<file path="src/rtl/alien_shot_scheduler.sv">
// Frame-paced alien fire scheduler: round-robin column arbitration, lowest-free
// missile slot allocation, one-cycle launch pulse, ack timeout and frame cooldown.
module alien_shot_scheduler #(
    parameter int unsigned N_REQ           = 8,
    parameter int unsigned N_SLOTS         = 4,
    parameter int unsigned COOLDOWN_FRAMES = 20,
    parameter int unsigned COL_BASE_X      = 32,
    parameter int unsigned COL_PITCH       = 64
) (
    input  logic               clk,
    input  logic               resetN,
    input  logic               startOfFrame,
    input  logic               enable,
    input  logic [N_REQ-1:0]   reqVec,
    input  logic [N_SLOTS-1:0] slotActive,
    output logic [N_SLOTS-1:0] launch,
    output logic [10:0]        launchX,
    output logic [2:0]         grantIdx,
    output logic               cooldownActive,
    output logic               launchFail
);

    typedef enum logic [2:0] {
        S_IDLE,
        S_ARB,
        S_LAUNCH,
        S_WAIT_ACK,
        S_COOLDOWN
    } state_t;

    state_t             state_q, state_d;
    logic [N_SLOTS-1:0] launch_q, launch_d;
    logic [10:0]        launchX_q, launchX_d;
    logic [2:0]         grantIdx_q, grantIdx_d;
    logic [2:0]         lastGrant_q, lastGrant_d;
    logic [1:0]         slot_q, slot_d;
    logic [1:0]         ack_q, ack_d;
    logic [7:0]         cool_q, cool_d;
    logic               cooldownActive_q, cooldownActive_d;
    logic               launchFail_q, launchFail_d;

    logic               can_fire;
    logic               hi_found;
    logic [2:0]         hi_col, lo_col, pick_col;
    logic [1:0]         pick_slot;
    logic               ack_seen;
    logic [N_SLOTS-1:0] slot_onehot;

    assign can_fire = enable && (|reqVec) && !(&slotActive);

    // Round-robin: lowest requester above lastGrant, else wrap to lowest overall.
    always_comb begin
        hi_found = 1'b0;
        hi_col   = '0;
        lo_col   = '0;
        for (int unsigned i = N_REQ; i > 0; i--) begin
            if (reqVec[i-1]) begin
                lo_col = 3'(i - 1);
                if (3'(i - 1) > lastGrant_q) begin
                    hi_found = 1'b1;
                    hi_col   = 3'(i - 1);
                end
            end
        end
        pick_col = hi_found ? hi_col : lo_col;
    end

    always_comb begin
        pick_slot   = '0;
        ack_seen    = 1'b0;
        slot_onehot = '0;
        for (int unsigned j = N_SLOTS; j > 0; j--) begin
            if (!slotActive[j-1]) pick_slot = 2'(j - 1);
        end
        for (int unsigned j = 0; j < N_SLOTS; j++) begin
            if (2'(j) == slot_q) begin
                ack_seen       = slotActive[j];
                slot_onehot[j] = 1'b1;
            end
        end
    end

    always_comb begin
        state_d          = state_q;
        launch_d         = '0;
        launchX_d        = launchX_q;
        grantIdx_d       = grantIdx_q;
        lastGrant_d      = lastGrant_q;
        slot_d           = slot_q;
        ack_d            = ack_q;
        cool_d           = cool_q;
        cooldownActive_d = cooldownActive_q;
        launchFail_d     = launchFail_q;
        case (state_q)
            S_IDLE: begin
                if (startOfFrame && can_fire) state_d = S_ARB;
            end
            S_ARB: begin
                if (can_fire) begin
                    slot_d      = pick_slot;
                    grantIdx_d  = pick_col;
                    lastGrant_d = pick_col;
                    launchX_d   = 11'(COL_BASE_X) + 11'(pick_col) * 11'(COL_PITCH);
                    state_d     = S_LAUNCH;
                end else begin
                    state_d = S_IDLE;
                end
            end
            S_LAUNCH: begin
                launch_d = slot_onehot;
                ack_d    = '0;
                state_d  = S_WAIT_ACK;
            end
            S_WAIT_ACK: begin
                if (ack_seen) begin
                    cool_d           = 8'(COOLDOWN_FRAMES);
                    cooldownActive_d = 1'b1;
                    state_d          = S_COOLDOWN;
                end else if (ack_q == 2'd3) begin
                    launchFail_d = 1'b1;
                    state_d      = S_IDLE;
                end else begin
                    ack_d = ack_q + 2'd1;
                end
            end
            S_COOLDOWN: begin
                if (cool_q == '0) begin
                    cooldownActive_d = 1'b0;
                    state_d          = S_IDLE;
                end else if (startOfFrame) begin
                    cool_d = cool_q - 8'd1;
                end
            end
            default: state_d = S_IDLE;
        endcase
    end

    always_ff @(posedge clk or negedge resetN) begin
        if (!resetN) begin
            state_q          <= S_IDLE;
            launch_q         <= '0;
            launchX_q        <= '0;
            grantIdx_q       <= '0;
            lastGrant_q      <= 3'(N_REQ - 1);
            slot_q           <= '0;
            ack_q            <= '0;
            cool_q           <= '0;
            cooldownActive_q <= 1'b0;
            launchFail_q     <= 1'b0;
        end else begin
            state_q          <= state_d;
            launch_q         <= launch_d;
            launchX_q        <= launchX_d;
            grantIdx_q       <= grantIdx_d;
            lastGrant_q      <= lastGrant_d;
            slot_q           <= slot_d;
            ack_q            <= ack_d;
            cool_q           <= cool_d;
            cooldownActive_q <= cooldownActive_d;
            launchFail_q     <= launchFail_d;
        end
    end

    assign launch         = launch_q;
    assign launchX        = launchX_q;
    assign grantIdx       = grantIdx_q;
    assign cooldownActive = cooldownActive_q;
    assign launchFail     = launchFail_q;

endmodule

</file>
<file path="config.mk">
export PLATFORM = sky130hd
export DESIGN_NAME = alien_shot_scheduler
export DESIGN_NICKNAME = d
export VERILOG_FILES = /design/src/rtl/alien_shot_scheduler.sv
export SDC_FILE = /design/constraint.sdc
export NUM_CORES = 1
export LEC_CHECK = 0
export BUFFER_PORTS_ARGS = -buffer_cell sky130_fd_sc_hd__buf_2
export CORE_MARGIN = 1
export CORE_UTILIZATION = 46
export DETAILED_ROUTE_END_ITERATION = 8
export PLACE_DENSITY = 0.73
export SLEW_MARGIN = 10
export SYNTH_ARGS = -nofsm -noshare
export SYNTH_HDL_FRONTEND = slang
export SYNTH_SLANG_ARGS = --single-unit
</file>
<file path="constraint.sdc">
create_clock -name clk -period 2 [get_ports clk]
set_input_delay 0.1 -clock clk [delete_from_list [all_inputs] [get_ports clk]]
set_output_delay 0.1 -clock clk [all_outputs]
set_load 0.01 [all_outputs]
</file>
## Word level (Yosys, flattened, before mapping)

Cells that the tools add are included.

- Flip-flop bits (word level): 38
- Input port bits: 16

- Add/subtract/negate cells: 3
- Order comparisons: 8
- Equal/unequal tests: 16
- Muxes and demuxes: 70
- Bitwise logic cells: 1
- Reduce and logical (&&, ||, !) cells: 17

Operator list:

| kind | count |
|---|---|
| 3-bit two-way mux | 29 |
| 1-bit two-way mux | 26 |
| 8-bit two-way mux | 3 |
| 8-bit case mux with 2 select lines | 1 |
| 3-bit case mux with 5 select lines | 1 |
| 2-bit two-way mux | 7 |
| 2-bit != test (second input constant) | 7 |
| 3-bit greater-than comparator (first input constant) | 4 |
| 3-bit AND reduction | 4 |
| 6-bit by 9-bit adder with 10-bit output (first input constant) | 1 |
| 8-bit zero test | 1 |
| 4-bit AND reduction | 2 |
| 8-bit OR reduction | 1 |
| 8-bit by 1-bit subtractor with 8-bit output (second input constant) | 1 |
| 3-bit by 2-bit equality test with 1-bit output (second input constant) | 2 |
| 1-bit by 3-bit greater-than comparator with 1-bit output (first input constant) | 2 |
| 2-bit by 3-bit greater-than comparator with 1-bit output (first input constant) | 2 |
| 2-bit equality test (first input constant) | 2 |
| 4-bit two-way mux | 1 |
| 2-bit case mux with 2 select lines | 1 |
| 2-bit nonzero test | 2 |
| 3-bit by 1-bit equality test with 1-bit output (second input constant) | 1 |
| 3-bit equality test (second input constant) | 1 |
| 1-bit logical AND | 3 |
| other kinds (10) | 10 |

## Logic depth before layout (Yosys ltp)

- Depth in word-level cells: 19
- Mapped depth: 7

## Worst setup path before layout

OpenSTA, ideal clock, no wires.

- Kind: flip-flop to flip-flop
- Start point: register slot_q[0]
- End point: register cool_q[3]
- Setup time: 0.128 ns
- Arrival: 1.741 ns
- Slack: 0.132 ns
- Cell stages (with the launch flop): 7
- Buffers on the path: 1
- Clock period less this slack: 1.868 ns
- Path through: dfrtp_1 mux4_2 and3_4 buf_6 o21ai_4 nor4_2 mux2_1

- Cells in the longest elaborated chain, start to end: 7
- Elaborated cells between the ends (all ways): 10

Ends and longest elaborated chain:

| item | line | source |
|---|---|---|
| start: declaration | 36 | `logic [1:0] slot_q, slot_d;` |
| start signal: assignment | 156 | `slot_q <= slot_d;` |
| 2-bit zero test | 76 | `if (2'(j) == slot_q) begin` |
| 1-bit two-way mux (3 in series) | 76 |  |
| 1-bit two-way mux (*) | 76 |  |
| 2-bit != test (no line) (*) | n/a |  |
| 4-bit AND reduction (no line) (*) | n/a |  |
| end signal: assignment | 158 | `cool_q <= cool_d;` |
| end: declaration | 38 | `logic [7:0] cool_q, cool_d;` |

Mark *: on every way between the ends. The rest lies on a longest branch, timed or not.
A chain may end at the register's enable or synchronous reset.

## Worst setup path after layout

Same ends and word-level chain as after synthesis.

==> summary by stage <==
Outcome
The flow ran to the end, and the final reports show no timing, DRC or antenna violations.

CTS
In this run the number of H-tree levels came out at 1. After clock tree synthesis, the clock-pin slew on the worst setup and hold paths is 0.15 ns. The insertion delay of the later-clocked pin in the worst-skew pair is between 0.3 and 0.4 ns. TritonCTS built the clock tree. For this design, the sink count on the clock tree is 28.

The number of buffers inserted during clock tree synthesis is 3. The maximum clock path buffer count is 2. The library cell used as clock root buffer is clkbuf_4.

Worst hold path
The classification of the worst-slack hold path is primary input to register. Along the worst hold path, the cell count comes to 3. The destination of the worst hold path is slot_q[0]$_DFFE_PN0P_. The startpoint identified for the worst hold timing path is slotActive[0].

Global routing
The largest net degree at the start of global routing is 29. The number of global-route vias before repair is around 1,300. The number of antenna violations at the first check in global routing was 0. The first global-routing pass estimated approximately 5700 µm of wire. The leftover overflow at the end of global routing is 0. Across every metal layer, demand over resource in global routing totals 0.180.

Yosys
The average instance area after synthesis is a little under 10 µm². The synthesized instance count is roughly 180. Yosys mapped a number of flops with a built-in enable equal to 0. The share of synthesized area in the top cell type comes to 0.371.

The cell area that synthesis handed to floorplanning was ~1700 µm². The count of distinct cell types in the synthesized netlist is 55. Yosys attributes the largest share of cell area to dfrtp_1 (37%), dfstp_2 (4.7%), buf_4 (4.5%).

The synthesized design spends more area on one cell type than any other, namely dfrtp_1. The fraction of synthesis flops using an asynchronous set or reset pin is 1.00. For this run, the register share of the synthesized area comes to 0.418.

The number of warning messages in the yosys log is 0. Synthesis inferred 28 register bits. The most frequently used flop master after synthesis is dfrtp_1.

Worst setup path
The data arrival time of the worst path is approximately 2.1 ns. The number of cells on the worst reg-to-reg path is 5. Walking the worst path, the cells encountered are mux4_2 -> and3_4 -> o21ai_4 -> nor4_2 -> mux2_1. At the worst endpoint, the required time is between 2 and 2.5 ns. Counting both buffers and inverters, the worst setup path holds a total of 0. The nature of the critical path startpoint is a register. The largest single stage delay on the critical path is approximately 0.55 ns. The destination of the worst register-to-register timing path is cool_q[3]$_DFFE_PN0P_. The top fanout value on the critical path is 15. The worst-case register-to-register setup slack is 0.13 ns.

The launch instance of the worst register-to-register path is slot_q[0]$_DFFE_PN0P_. The type of element capturing the critical path is a register. The slowest cell on the critical path is mux4_2. The critical path is of the register to register type. The category of cells accounting for the largest share of critical-path delay is multiplexers.

Layout
Relative to the synthesized area, the layout overhead comes to 12.9%. The number of antenna diodes in the final layout is 0. The library cell used most frequently in the layout, excluding fill and tap cells, is buf_2.

Across the whole layout, storage elements account for 704 µm². The library cells used most frequently in the layout, excluding fill and tap cells, are buf_2 (28), dfrtp_1 (25), nor2_1 (20). The number of nets in the finished design is 225.

In the final layout, the multi-input gates occupy approximately 850 µm². The final instance area is roughly 1900 µm². The fraction of final layout cells with drive strength greater than 1 is 0.263. The filler cell count is approximately 330.

Detailed routing
The vias after detailed routing is 1,368. The post-detailed-route count of antenna-violating nets is 0. The first-iteration detailed-routing DRC count is 34. Dividing the detail-routed via count by the number of cells gives approximately 5.5. The post-route DRC violation count is 0. The number of iterations in the first detailed-routing pass is 4. After detailed routing, the average wire length per cell comes to about 13 µm.

The aggregate routed wire length is approximately 3200 µm.

Power
The analysis attributes to cell leakage a power of 0.870 nW. Dividing total power by cell area gives a power density of about 1300 nW/µm². The maximum resistive drop on vdd is approximately 0.00047 V.

Timing
The transition at the pin with the smallest max-transition slack is ~0.9 ns. After layout, the minimum clock period comes to between 1.5 and 2 ns. Setup violations remaining at the end of the flow were counted as 0. The total negative setup slack is 0 ns.

The total count of hold-check failures in the final report is 0. Timing would allow up to roughly 0.53 GHz. The portion of the clock cycle consumed by the worst path in the final layout is 0.936.

The count of pins over their slew limit is 0. Headroom to the max-slew limit came out at 0.400. The clock skew is approximately 0.011 ns. Setup repair after global routing left no endpoint under its margin.

Place
After legalization and detailed placement, the total HPWL measured 2440 µm. Routability-driven placement finished with a final weighted congestion of about 0.84. The count of buffers added on input and output ports is 28. Summing all placed instances gives a cell area of roughly 1800 µm².

Die
The floorplan row count is 21. The number of placed I/O pins is 36. The die is 62.5 µm wide. The core box area is roughly 3400 µm². The initial utilization of the core area, before any placement, comes to 0.493. The chip height is 62.5 µm. The die footprint is about 3900 µm².

Flow run
The max-capacitance violation count is 0.
==> repair_timing <==
action	in CTS	in global routing
gates resized for setup	0	1
hold endpoints to repair	25	0
hold buffers	1	0
setup endpoints to repair	0	3
setup buffers	0	1
==> cell families after synthesis <==
kind of cell    count (synthesis)  synth area share
simple gates                   66             0.218
compound gates                 45             0.205
flops                          28             0.418
buf+inv                        26            0.0929
xor+xnor                        4            0.0208
fa+ha+maj                       3            0.0223
mux                             2            0.0201
other cells                     1           0.00223
==> state kept, by name, indices dropped and copies added (netlist names) <==
| name | flops |
|---|---|
| lastGrant_q | 3 |
| launch | 4 |
| state_q | 3 |
| slot_q | 2 |
| cooldownActive | 1 |
| cool_q | 8 |
| launchX | 1 |
| grantIdx | 3 |
| launchFail | 1 |
| ack_q | 2 |
==> where the power goes <==
| group | internal [mW] | leakage [nW] | switching (mW) |
|---|---|---|---|
| registers | 0.802 | 0.346 | 0.215 |
| clock network | 0.203 | 0.0279 | 0.170 |
| logic | 0.510 | 0.496 | 0.585 |
==> how the worst max path moves through the flow <==
stage / from / cells after the start / slack (ns) / end
after global routing: lastGrant_q[1]$_DFFE_PN1P_ / 5 / 0.03 / lastGrant_q[0]$_DFFE_PN1P_
after global placement: slot_q[0]$_DFFE_PN0P_ / 5 / 0.14 / cool_q[3]$_DFFE_PN0P_
after detailed placement: slot_q[0]$_DFFE_PN0P_ / 5 / 0.09 / cool_q[3]$_DFFE_PN0P_
final: slot_q[0]$_DFFE_PN0P_ / 5 / 0.13 / cool_q[3]$_DFFE_PN0P_
after floorplan: slot_q[0]$_DFFE_PN0P_ / 6 / 0.13 / cool_q[3]$_DFFE_PN0P_
after CTS: slot_q[0]$_DFFE_PN0P_ / 5 / 0.05 / cool_q[3]$_DFFE_PN0P_
==> per-stage QoR <==
stage | total power, mW | worst slack [ns] | hold slack [ns] | utilization | std cells
global placement | 2.08 | 0.141 | 0.147 | 0.535 | 245
floorplan | 1.82 | 0.132 | -0.196 | - | 181
finish | 2.48 | 0.128 | 0.0149 | 0.557 | 251
global route | 2.69 | 0.0309 | 0.0101 | 0.557 | 251
detailed placement | 2.11 | 0.0886 | 0.153 | 0.535 | 245
CTS | 2.48 | 0.0525 | 0.00691 | 0.553 | 250
==> cells in the mapped netlist (2+ instances only) <==
master,count
dfrtp_1,25
nor2_1,20
inv_1,11
buf_4,10
a21oi_1,8
nand2_1,8
o21ai_0,7
nand2b_1,6
nand3_1,6
nor3_1,6
a21o_1,3
dfstp_2,3
ha_1,3
o2111ai_1,3
o21ai_1,3
o31ai_1,3
or4_1,3
xor2_1,3
a21boi_1,2
a2bb2oi_1,2
buf_2,2
o211ai_1,2
o21a_1,2
or2_2,2
or3_1,2
==> worst reg2reg max path, stage by stage (launching register included) <==
cell     delay (ns)
dfrtp_1        0.43
mux4_2         0.55
and3_4         0.27
o21ai_4        0.16
nor4_2         0.06
mux2_1         0.30
==> final cells by class <==
class,instances,share of cell area
well taps,46,0.0303
repair buffers,35,0.103
inverters,11,0.0217
flip-flops and latches,28,0.370
multi-input cells,127,0.447
clock inverters,1,0.0158
clock buffers,3,0.0118
==> routing by layer <==
layer  GRT usage  share of wire  wire [µm]
met5           0              0          0
met2       0.302           0.49       1560
met3      0.0109          0.021         66
met1       0.240           0.47       1520
met4      0.0785          0.019         61
Power figures use the tool's default switching activity.
